$ cat config.mk
export PLATFORM = sky130hd
export DESIGN_NAME = vid_axis_src
export DESIGN_NICKNAME = d
export VERILOG_FILES = /design/src/rtl/vid_axis_src.sv
export SDC_FILE = /design/constraint.sdc
export NUM_CORES = 1
export LEC_CHECK = 0
export BUFFER_PORTS_ARGS = -buffer_cell sky130_fd_sc_hd__buf_2
export CAP_MARGIN = 15
export CORE_MARGIN = 8
export CORE_UTILIZATION = 56
export CTS_CLUSTER_SIZE = 30
export DETAILED_ROUTE_END_ITERATION = 12
export PLACE_DENSITY = 0.87
export SLEW_MARGIN = 20
export SYNTH_ARGS = -nofsm -noshare
export SYNTH_HDL_FRONTEND = slang
export SYNTH_SLANG_ARGS = --single-unit
$ cat constraint.sdc
create_clock -name aclk -period 5.76 [get_ports aclk]
set_clock_uncertainty 0.2 [all_clocks]
set_input_delay 0.288 -clock aclk [delete_from_list [all_inputs] [get_ports aclk]]
set_output_delay 0.288 -clock aclk [all_outputs]
set_load 0.005 [all_outputs]
$ cat src/rtl/vid_axis_src.sv
// AXI4-Stream test pattern source: frames of hsize x vsize beats, tuser=SOF, tlast=EOL; optional inter-frame gap via VID_SRC_FRAME_GAP_EN.
// Latency: first beat valid one cycle after enable is seen in IDLE; back-to-back frames without a bubble when enabled.
// Backpressure: tready low freezes x/y/state and holds tvalid/tdata/tlast/tuser stable until the handshake.
module vid_axis_src #(
    parameter int MAX_HSIZE  = 1920,
    parameter int MAX_VSIZE  = 1080,
    parameter int DATA_WIDTH = 24
) (
    input  logic                          aclk,
    input  logic                          areset,
    input  logic                          enable,
`ifdef VID_SRC_FRAME_GAP_EN
    input  logic [15:0]                   gap_cycles,
`endif
    input  logic [$clog2(MAX_HSIZE):0]    hsize,
    input  logic [$clog2(MAX_VSIZE):0]    vsize,
    input  logic [1:0]                    pattern,
    output logic [DATA_WIDTH-1:0]         m_axis_tdata,
    output logic                          m_axis_tvalid,
    input  logic                          m_axis_tready,
    output logic                          m_axis_tlast,
    output logic                          m_axis_tuser,
    output logic [31:0]                   frame_cnt,
    output logic                          busy
);

    localparam int HW = $clog2(MAX_HSIZE) + 1;
    localparam int VW = $clog2(MAX_VSIZE) + 1;
    localparam int C  = DATA_WIDTH / 3;
    localparam logic [HW-1:0] H_MAX = HW'(MAX_HSIZE);
    localparam logic [VW-1:0] V_MAX = VW'(MAX_VSIZE);
    localparam logic [HW-1:0] H_ONE = HW'(1);
    localparam logic [VW-1:0] V_ONE = VW'(1);

    typedef enum logic [1:0] {
        S_IDLE,
        S_ACTIVE
`ifdef VID_SRC_FRAME_GAP_EN
        ,S_GAP
`endif
    } state_t;

    state_t                state_q, state_d;
    logic [HW-1:0]         x_q, x_d, hsize_l_q, hsize_l_d;
    logic [VW-1:0]         y_q, y_d, vsize_l_q, vsize_l_d;
    logic [1:0]            pat_l_q, pat_l_d;
    logic [31:0]           frame_cnt_q, frame_cnt_d;
    logic [DATA_WIDTH-1:0] tdata_q, tdata_d;
    logic                  tvalid_q, tvalid_d;
    logic                  tlast_q, tlast_d;
    logic                  tuser_q, tuser_d;
    logic                  busy_q, busy_d;
`ifdef VID_SRC_FRAME_GAP_EN
    logic [15:0]           gap_cnt_q, gap_cnt_d;
`endif
    logic                  start_frame;
    logic                  next_beat;
    logic                  last_x, last_y;

    function automatic logic [HW-1:0] clamp_h(input logic [HW-1:0] v);
        if (v == '0)
            return H_ONE;
        else if (v > H_MAX)
            return H_MAX;
        return v;
    endfunction

    function automatic logic [VW-1:0] clamp_v(input logic [VW-1:0] v);
        if (v == '0)
            return V_ONE;
        else if (v > V_MAX)
            return V_MAX;
        return v;
    endfunction

    function automatic logic [DATA_WIDTH-1:0] pix(input logic [HW-1:0] px, input logic [VW-1:0] py,
                                                  input logic [1:0] pat, input logic [31:0] fc);
        logic [31:0] v;
        v = '0;
        case (pat)
            2'd0:    v = 32'(px);
            2'd1:    v = 32'(py);
            2'd2:    v = (px[3] ^ py[3]) ? '1 : '0;
            default: v = fc;
        endcase
        return {3{v[C-1:0]}};
    endfunction

    assign last_x = (x_q == hsize_l_q - H_ONE);
    assign last_y = (y_q == vsize_l_q - V_ONE);

    always_comb begin
        state_d     = state_q;
        x_d         = x_q;
        y_d         = y_q;
        hsize_l_d   = hsize_l_q;
        vsize_l_d   = vsize_l_q;
        pat_l_d     = pat_l_q;
        frame_cnt_d = frame_cnt_q;
        tdata_d     = tdata_q;
        tvalid_d    = tvalid_q;
        tlast_d     = tlast_q;
        tuser_d     = tuser_q;
        busy_d      = busy_q;
`ifdef VID_SRC_FRAME_GAP_EN
        gap_cnt_d   = gap_cnt_q;
`endif
        start_frame = 1'b0;
        next_beat   = 1'b0;

        case (state_q)
            S_IDLE: begin
                if (enable)
                    start_frame = 1'b1;
            end
            S_ACTIVE: begin
                if (tvalid_q && m_axis_tready) begin
                    if (!last_x) begin
                        x_d       = x_q + H_ONE;
                        next_beat = 1'b1;
                    end else if (!last_y) begin
                        x_d       = '0;
                        y_d       = y_q + V_ONE;
                        next_beat = 1'b1;
                    end else begin
                        x_d         = '0;
                        y_d         = '0;
                        frame_cnt_d = frame_cnt_q + 32'd1;
`ifdef VID_SRC_FRAME_GAP_EN
                        if (gap_cycles != 16'd0) begin
                            state_d   = S_GAP;
                            gap_cnt_d = gap_cycles - 16'd1;
                            tvalid_d  = 1'b0;
                        end else
`endif
                        if (enable) begin
                            start_frame = 1'b1;
                        end else begin
                            state_d  = S_IDLE;
                            tvalid_d = 1'b0;
                            busy_d   = 1'b0;
                        end
                    end
                end
            end
`ifdef VID_SRC_FRAME_GAP_EN
            S_GAP: begin
                // Count runs N-1..0 so the gap is exactly N cycles before the next SOF.
                if (gap_cnt_q != 16'd0) begin
                    gap_cnt_d = gap_cnt_q - 16'd1;
                end else if (enable) begin
                    start_frame = 1'b1;
                end else begin
                    state_d = S_IDLE;
                    busy_d  = 1'b0;
                end
            end
`endif
            default: state_d = S_IDLE;
        endcase

        if (start_frame) begin
            hsize_l_d = clamp_h(hsize);
            vsize_l_d = clamp_v(vsize);
            pat_l_d   = pattern;
            x_d       = '0;
            y_d       = '0;
            state_d   = S_ACTIVE;
            tvalid_d  = 1'b1;
            busy_d    = 1'b1;
            next_beat = 1'b1;
        end

        // Beat fields come from next-cycle coordinates so every output stays a flop.
        if (next_beat) begin
            tdata_d = pix(x_d, y_d, pat_l_d, frame_cnt_d);
            tlast_d = (x_d == hsize_l_d - H_ONE);
            tuser_d = (x_d == '0) && (y_d == '0);
        end
    end

    always_ff @(posedge aclk or posedge areset) begin
        if (areset) begin
            state_q     <= S_IDLE;
            x_q         <= '0;
            y_q         <= '0;
            hsize_l_q   <= H_ONE;
            vsize_l_q   <= V_ONE;
            pat_l_q     <= '0;
            frame_cnt_q <= '0;
            tdata_q     <= '0;
            tvalid_q    <= 1'b0;
            tlast_q     <= 1'b0;
            tuser_q     <= 1'b0;
            busy_q      <= 1'b0;
`ifdef VID_SRC_FRAME_GAP_EN
            gap_cnt_q   <= '0;
`endif
        end else begin
            state_q     <= state_d;
            x_q         <= x_d;
            y_q         <= y_d;
            hsize_l_q   <= hsize_l_d;
            vsize_l_q   <= vsize_l_d;
            pat_l_q     <= pat_l_d;
            frame_cnt_q <= frame_cnt_d;
            tdata_q     <= tdata_d;
            tvalid_q    <= tvalid_d;
            tlast_q     <= tlast_d;
            tuser_q     <= tuser_d;
            busy_q      <= busy_d;
`ifdef VID_SRC_FRAME_GAP_EN
            gap_cnt_q   <= gap_cnt_d;
`endif
        end
    end

    assign m_axis_tdata  = tdata_q;
    assign m_axis_tvalid = tvalid_q;
    assign m_axis_tlast  = tlast_q;
    assign m_axis_tuser  = tuser_q;
    assign frame_cnt     = frame_cnt_q;
    assign busy          = busy_q;

endmodule

==> results.md, run 1 <==
* Status: completed
* Gpl congestion at 0.932
* Tightest Hold Check Type: input pin to flip-flop
* Syn Area/Cell at 8.53 um2
* Vias/cell at 6.06
* Setup crit start: vsize_l_q[3]$_DFFE_PP0N_
* I/O pin cnt at 90
* Required @ worst endpoint at between 5 and 6 ns
* DRT met1 WL at about 6700 um
* Sequential share of the synthesized area at 37.4%
* Initial core utilization at between 50% and 60%
* YS warnings at 0
* Most common cell after layout, fill and taps aside: dfrtp_1
* F_max at around 200 MHz
* CTS Root Cell: clkbuf_8
* Met2 WL at 7910 um
* CP Class: flip-flop to flip-flop
* Final std cells w/o fill at roughly 950
* CP Launch Type: flip-flop
* Layout cell share with drive strength beyond 1 at between 10% and 20%
* Resize count post-CTS at 0
* Number of global-route vias before repair at 5364
* First-pass DRT Iterations at 5
* Reg2reg start: vsize_l_q[3]$_DFFE_PP0N_
* Final setup viols at 0
* Final core utilization at 64.3%
* DR vias at 5780
* Iter 0 DRT Violations at between 500 and 600
* Worst hold slack at slightly above 0.02 ns
* Post-route ant nets at 0
* # rows at 38
* Most frequent cells in the layout: dfrtp_1 (92), buf_2 (89), nor2_1 (77)
* Final WL at about 16000 um
* Primary FF master, synth: dfrtp_1
* Post-Synthesis Cells at 738
* TritonCTS buffer count at 9
* Max VDD drop at 164 uV
* Inst Count DP at approximately 930
* Crit share post-route at slightly below 90%
* Worst Max-Slew Pin Slew at around 0.84 ns
* Die Height at ~120 um
* First-pass GRT wire length at about 26000 um
* Worst slew margin at between 40% and 50%
* Worst skew pair latency at ~0.39 ns
* Die area at between 0.01 and 0.015 mm2
* Clock sinks at between 90 and 100
* Post-synth EDFFs at 0
* Leakage Power at between 3 and 4 nW
* # diodes at 0
* H-tree levels at 3
* Cts-stage hold buffer count at 12
* Gr usage total at roughly 22%
* Final Max Tran Viols at 0
* CORE AREA at roughly 0.011 mm2
* Setup TNS at 0 ns
* CP max FO at 17
* HP Start: vsize[11]
* DRC viols at 0
* CTS clk-pin slew, worst paths at 0.11 ns
* Max-cap viol count at 0
* Post-Syn Nets at around 770
* Netlist Area Pre-Place at around 0.0063 mm2
* Worst EP arrival at 5.14 ns
* Clock Tree Buf Depth at 2
* DR WL met3 at 1110 um
* Largest net degree at the start of global routing at about 70
* Pwr dens at between 200 and 300 mW/mm2
* Worst Setup End Kind: flip-flop
* Gr ovfl total at 0
* Syn-to-layout area delta at 11.2%
* WL per Instance at approximately 17 um
* Top layer in use: met4
* Dpl hpwl at roughly 12000 um
* Post-CTS setup buffer count at 0
* Die X at between 100 and 150 um
* Setup slack, reg-to-reg at between 0.7 and 0.8 ns
* RSZ-0062 raised after global routing: false
* Initial antenna violation count at 0
* Crit path time final at ~5 ns
* CTS tree: done
* Yosys reg bits at 94
* Final nets at 845
* Yosys cell types at 70
* I/O Buffers at slightly below 90
* Post-synthesis async set-or-reset flop share at between 90% and 100%
* Final Hold Violating Endpoints at 0
-- registers in the layout, summed over array words and instances, names as in the netlist --
signal        flops
m_axis_tuser      1
busy              1
pat_l_q           2
vsize_l_q        12
m_axis_tdata      8
x_q              12
y_q              12
m_axis_tlast      1
state_q           1
frame_cnt        32
hsize_l_q        12
-- worst max-delay path: stages (launching register included) --
cell	delay [ns]
dfrtp_1	0.46
nor3_1	0.61
nand3_1	0.22
xor2_1	0.19
a211oi_1	0.35
nor4_4	0.09
buf_4	0.21
a21oi_2	0.57
nor2_1	0.15
a21oi_1	0.23
ha_1	0.26
nand2_1	0.06
nor4_1	0.51
xor2_1	0.20
nor2_1	0.05
a211oi_1	0.22
a21oi_1	0.06
mux2i_1	0.14
a31o_1	0.15
-- cells by family (layout without fill, tap and decap cells) --
group / Yosys count / in the layout / synth area share [%]
flip-flops: 94 / 94 / 37.4
XOR/XNOR: 86 / 86 / 12.3
buffers and inverters: 76 / 152 / 5.98
multiplexers: 12 / 12 / 2.19
adder cells (fa/ha/maj): 6 / 6 / 1.19
AO/OA/AOI/OAI: 132 / 132 / 14.0
AND/OR/NAND/NOR: 332 / 332 / 27.0
-- cell usage after synthesis, drive strengths merged, types with 9 or more instances --
| master | instances | area [um2] |
|---|---|---|
| a211oi | 13 | 97.6 |
| a21oi | 36 | 184 |
| a31oi | 12 | 75.1 |
| and2 | 9 | 56.3 |
| and3 | 14 | 87.6 |
| buf | 26 | 189 |
| clkbuf | 21 | 78.8 |
| dfrtp | 92 | 2300 |
| inv | 29 | 109 |
| nand2 | 75 | 284 |
| nand3 | 49 | 245 |
| nand4 | 11 | 75.1 |
| nor2 | 78 | 295 |
| nor3 | 29 | 145 |
| nor4 | 11 | 90.1 |
| o21ai | 24 | 128 |
| or3 | 11 | 73.8 |
| xnor2 | 56 | 498 |
| xor2 | 29 | 254 |
-- report_power, final --
group          internal [mW]  switching (mW)  leakage, nW  total, mW
Clock                  0.164           0.253       0.0854      0.417
Combinational          0.242           0.305         1.87      0.547
Sequential             0.717          0.0988         1.20      0.816
Total                   1.12           0.657         3.16       1.78
-- layer usage --
layer	vias to the layer above	track usage (%)
li1	2750	-
met4	0	9.18
met3	37	5.09
met1	2780	27.1
met2	213	36.1
met5	-	0
-- path summary, 6_finish.rpt --
kind / to / depth (start not counted)
worst max-delay path: m_axis_tlast$_DFFE_PP0P_ / 18
worst min-delay path: vsize_l_q[10]$_DFFE_PP0N_ / 3
worst max register to register: m_axis_tlast$_DFFE_PP0P_ / 18
worst min register to register: frame_cnt[31]$_DFFE_PP0P_ / 1
max in group asynchronous: x_q[5]$_DFF_PP0_ / 4
min in group asynchronous: vsize_l_q[3]$_DFFE_PP0N_ / 3
-- through the flow --
step                      area [um2]  setup slack, ns  total power [mW]
after global routing            7000            0.346              1.88
final                           7000            0.736              1.78
after CTS                       7000            0.853              1.78
after global placement          6700             1.22              1.34
after floorplan                 6300             1.17              1.23
after detailed placement        6700            0.896              1.35
-- cell type report --
| cell class | instances | area [um2] |
|---|---|---|
| timing repair buffer | 107 | 611 |
| clock inverter | 6 | 52.6 |
| tap | 140 | 175 |
| multi-input combinational | 568 | 3570 |
| inverter | 29 | 111 |
| fill | 911 | 3880 |
| sequential | 94 | 2350 |
| clock buffer | 10 | 128 |
Note: power is estimated with default switching activity, not from simulation.
==> run 2, diff against run 1 <==
GPL_TIMING_DRIVEN = 0   (was default)
==> results.md, run 2 (synthesis gave the netlist of run 1 again) <==
* Gr ovfl total at 0
* Clock Tree Buf Depth at 2
* Tightest Hold Check Type: input pin to flip-flop
* Number of global-route vias before repair at between 5000 and 6000
* Max reg flops at 32
* CTS Root Cell: clkbuf_8
* Crit path largest cell delay at 0.54 ns
* Post-Place Setup Slack at between 0.05 and 0.06 ns
* Final WL at roughly 17000 um
* WL per Instance at between 15 and 20 um
* DRT met1 WL at around 7000 um
* Clock sinks at 94
* WHS Endpoint: hsize_l_q[4]$_DFF_PP0_
* Required @ worst endpoint at just under 6 ns
* CP max-delay cell: nor4_4
* Cell mode on critical path: a21oi_1
* # rows at 38
* Setup slack, reg-to-reg at between 0.3 and 0.4 ns
* Top layer in use: met4
* # diodes at 0
* Crit share post-route at a little over nine tenths
* Layout cell share with drive strength beyond 1 at 18.8%
* I/O Buffers at roughly 90
* HP Start: hsize[4]
* DR vias at around 6000
* Final Hold Violating Endpoints at 0
* CP Class: flip-flop to flip-flop
* Setup TNS at 0 ns
* Initial antenna violation count at 0
* CTS clk-pin slew, worst paths at 0.10 ns
* CP Launch Type: flip-flop
* Final Max Tran Viols at 0
* Most common cell after layout, fill and taps aside: buf_2
* Leakage Power at about 3.3 nW
* H-tree levels at 3
* WHS Path Cells at 3
* Final setup viols at 0
* Gr usage total at about a quarter
* F_max at 185 MHz
* Most frequent cells in the layout: buf_2 (93), dfrtp_1 (92), nor2_1 (77)
* CP max FO at 10
* Reg2reg start: vsize_l_q[0]$_DFFE_PP1N_
* Dpl hpwl at between 10000 and 15000 um
* Largest net degree at the start of global routing at 67
* CORE AREA at between 0.01 and 0.015 mm2
* Die X at between 100 and 150 um
* Crit path time final at 5.41 ns
* Worst EP arrival at roughly 5.5 ns
* Crit Reg-Reg Endpoint: m_axis_tlast$_DFFE_PP0P_
* Final-layout fill cell count at around 860
* CTS tree: done
* Vias/cell at between 6 and 7
* Met2 WL at about 8600 um
* Syn-to-layout area delta at 16.3%
* Iter 0 DRT Violations at ~680
* First-pass DRT Iterations at 5
* Setup crit start: vsize_l_q[0]$_DFFE_PP1N_
* Worst path cell trace: inv_1, ha_1, or4b_1, or4_1, a21oi_1, a211oi_1, nor4_4, a21oi_2, buf_2, clkbuf_2, a21oi_1, ha_1, nand2_1, nor4_2, xor2_1, nor2_1, a211oi_1, a21oi_1, mux2i_1, a31o_1
* Die Height at between 100 and 150 um
* TritonCTS buffer count at 9
* Max VDD drop at ~180 uV
* RSZ-0062 raised after global routing: false
* Worst Setup End Kind: flip-flop
* Worst Max-Slew Pin Slew at 0.954 ns
* DRC viols at 0
* DR WL met3 at ~1400 um
* First-pass GRT wire length at ~29000 um
* Max-cap viol count at 0
* Worst slew margin at roughly 36%
* I/O pin cnt at 90
* Reg2Reg Depth at 20
* Die area at 0.0149 mm2
* Initial core utilization at ~58%
* Final nets at about 890
* Gpl congestion at ~0.94
* Worst skew pair latency at just under 0.4 ns
* Post-route ant nets at 0
* Pwr dens at ~270 mW/mm2
* Status: completed
* Setup WS post-layout at 0.355 ns
[run 2: repair_timing]
action / 4_1_cts / 5_1_grt
endpoints found under the setup margin: 0 / 1
setup buffers: 0 / 0
hold buffers: 13 / 0
endpoints found under the hold margin: 40 / 0
resized for setup: 0 / 4
[run 2: cell type report]
class | instances | area [um2] | area share [%]
sequential | 94 | 2350 | 32.1
tap | 140 | 175 | 2.39
clock buffer | 10 | 128 | 1.74
timing repair buffer | 103 | 603 | 8.23
multi-input combinational | 568 | 3580 | 48.9
buffer | 47 | 269 | 3.67
clock inverter | 6 | 100 | 1.37
inverter | 29 | 114 | 1.55
[run 2: worst max path at each step]
| stage | slack, ns | cells past startpoint | end |
|---|---|---|---|
| 2_1_floorplan | 1.17 | 20 | m_axis_tlast$_DFFE_PP0P_ |
| 3_3_place_gp | 0.11 | 20 | m_axis_tlast$_DFFE_PP0P_ |
| 3_5_place_dp | 0.05 | 20 | m_axis_tlast$_DFFE_PP0P_ |
| 4_1_cts | 0.0005 | 20 | m_axis_tlast$_DFFE_PP0P_ |
| 5_1_grt | 0.10 | 22 | m_axis_tlast$_DFFE_PP0P_ |
| 6_report | 0.35 | 20 | m_axis_tlast$_DFFE_PP0P_ |
[run 2: through the flow]
step                      cell area, um2  power [mW]  hold WS, ns  utilization (%)  cells
after floorplan                     6300        1.23        0.180                -    738
after global placement              6920        1.39        0.257             63.5    967
after global routing                7320        2.04       0.0379             67.3    997
after detailed placement            6950        1.41       0.0758             63.8    968
final                               7320        1.95       0.0284             67.3    997
after CTS                           7310        1.94      0.00152             67.1    997
[run 2: report_power, final]
part,total (mW),internal [mW],switching [mW]
Clock,0.521,0.254,0.267
Sequential,0.783,0.717,0.0656
Combinational,0.641,0.293,0.349
[run 2: metal layers]
layer | track usage (%) | vias up
li1 | - | 2831
met1 | 28.7 | 2887
met2 | 40.1 | 253
met3 | 5.41 | 44
met4 | 9.64 | 0
met5 | 0 | -
[run 2: worst max-delay path, delay by kind of cell (launching register included)]
kind,cells,cell delay (ns)
AO/OA/AOI/OAI,7,1.29
flip-flops,1,0.40
multiplexers,1,0.14
adder cells (fa/ha/maj),2,0.47
XOR/XNOR,1,0.20
AND/OR/NAND/NOR,6,1.97
buffers and inverters,3,0.65
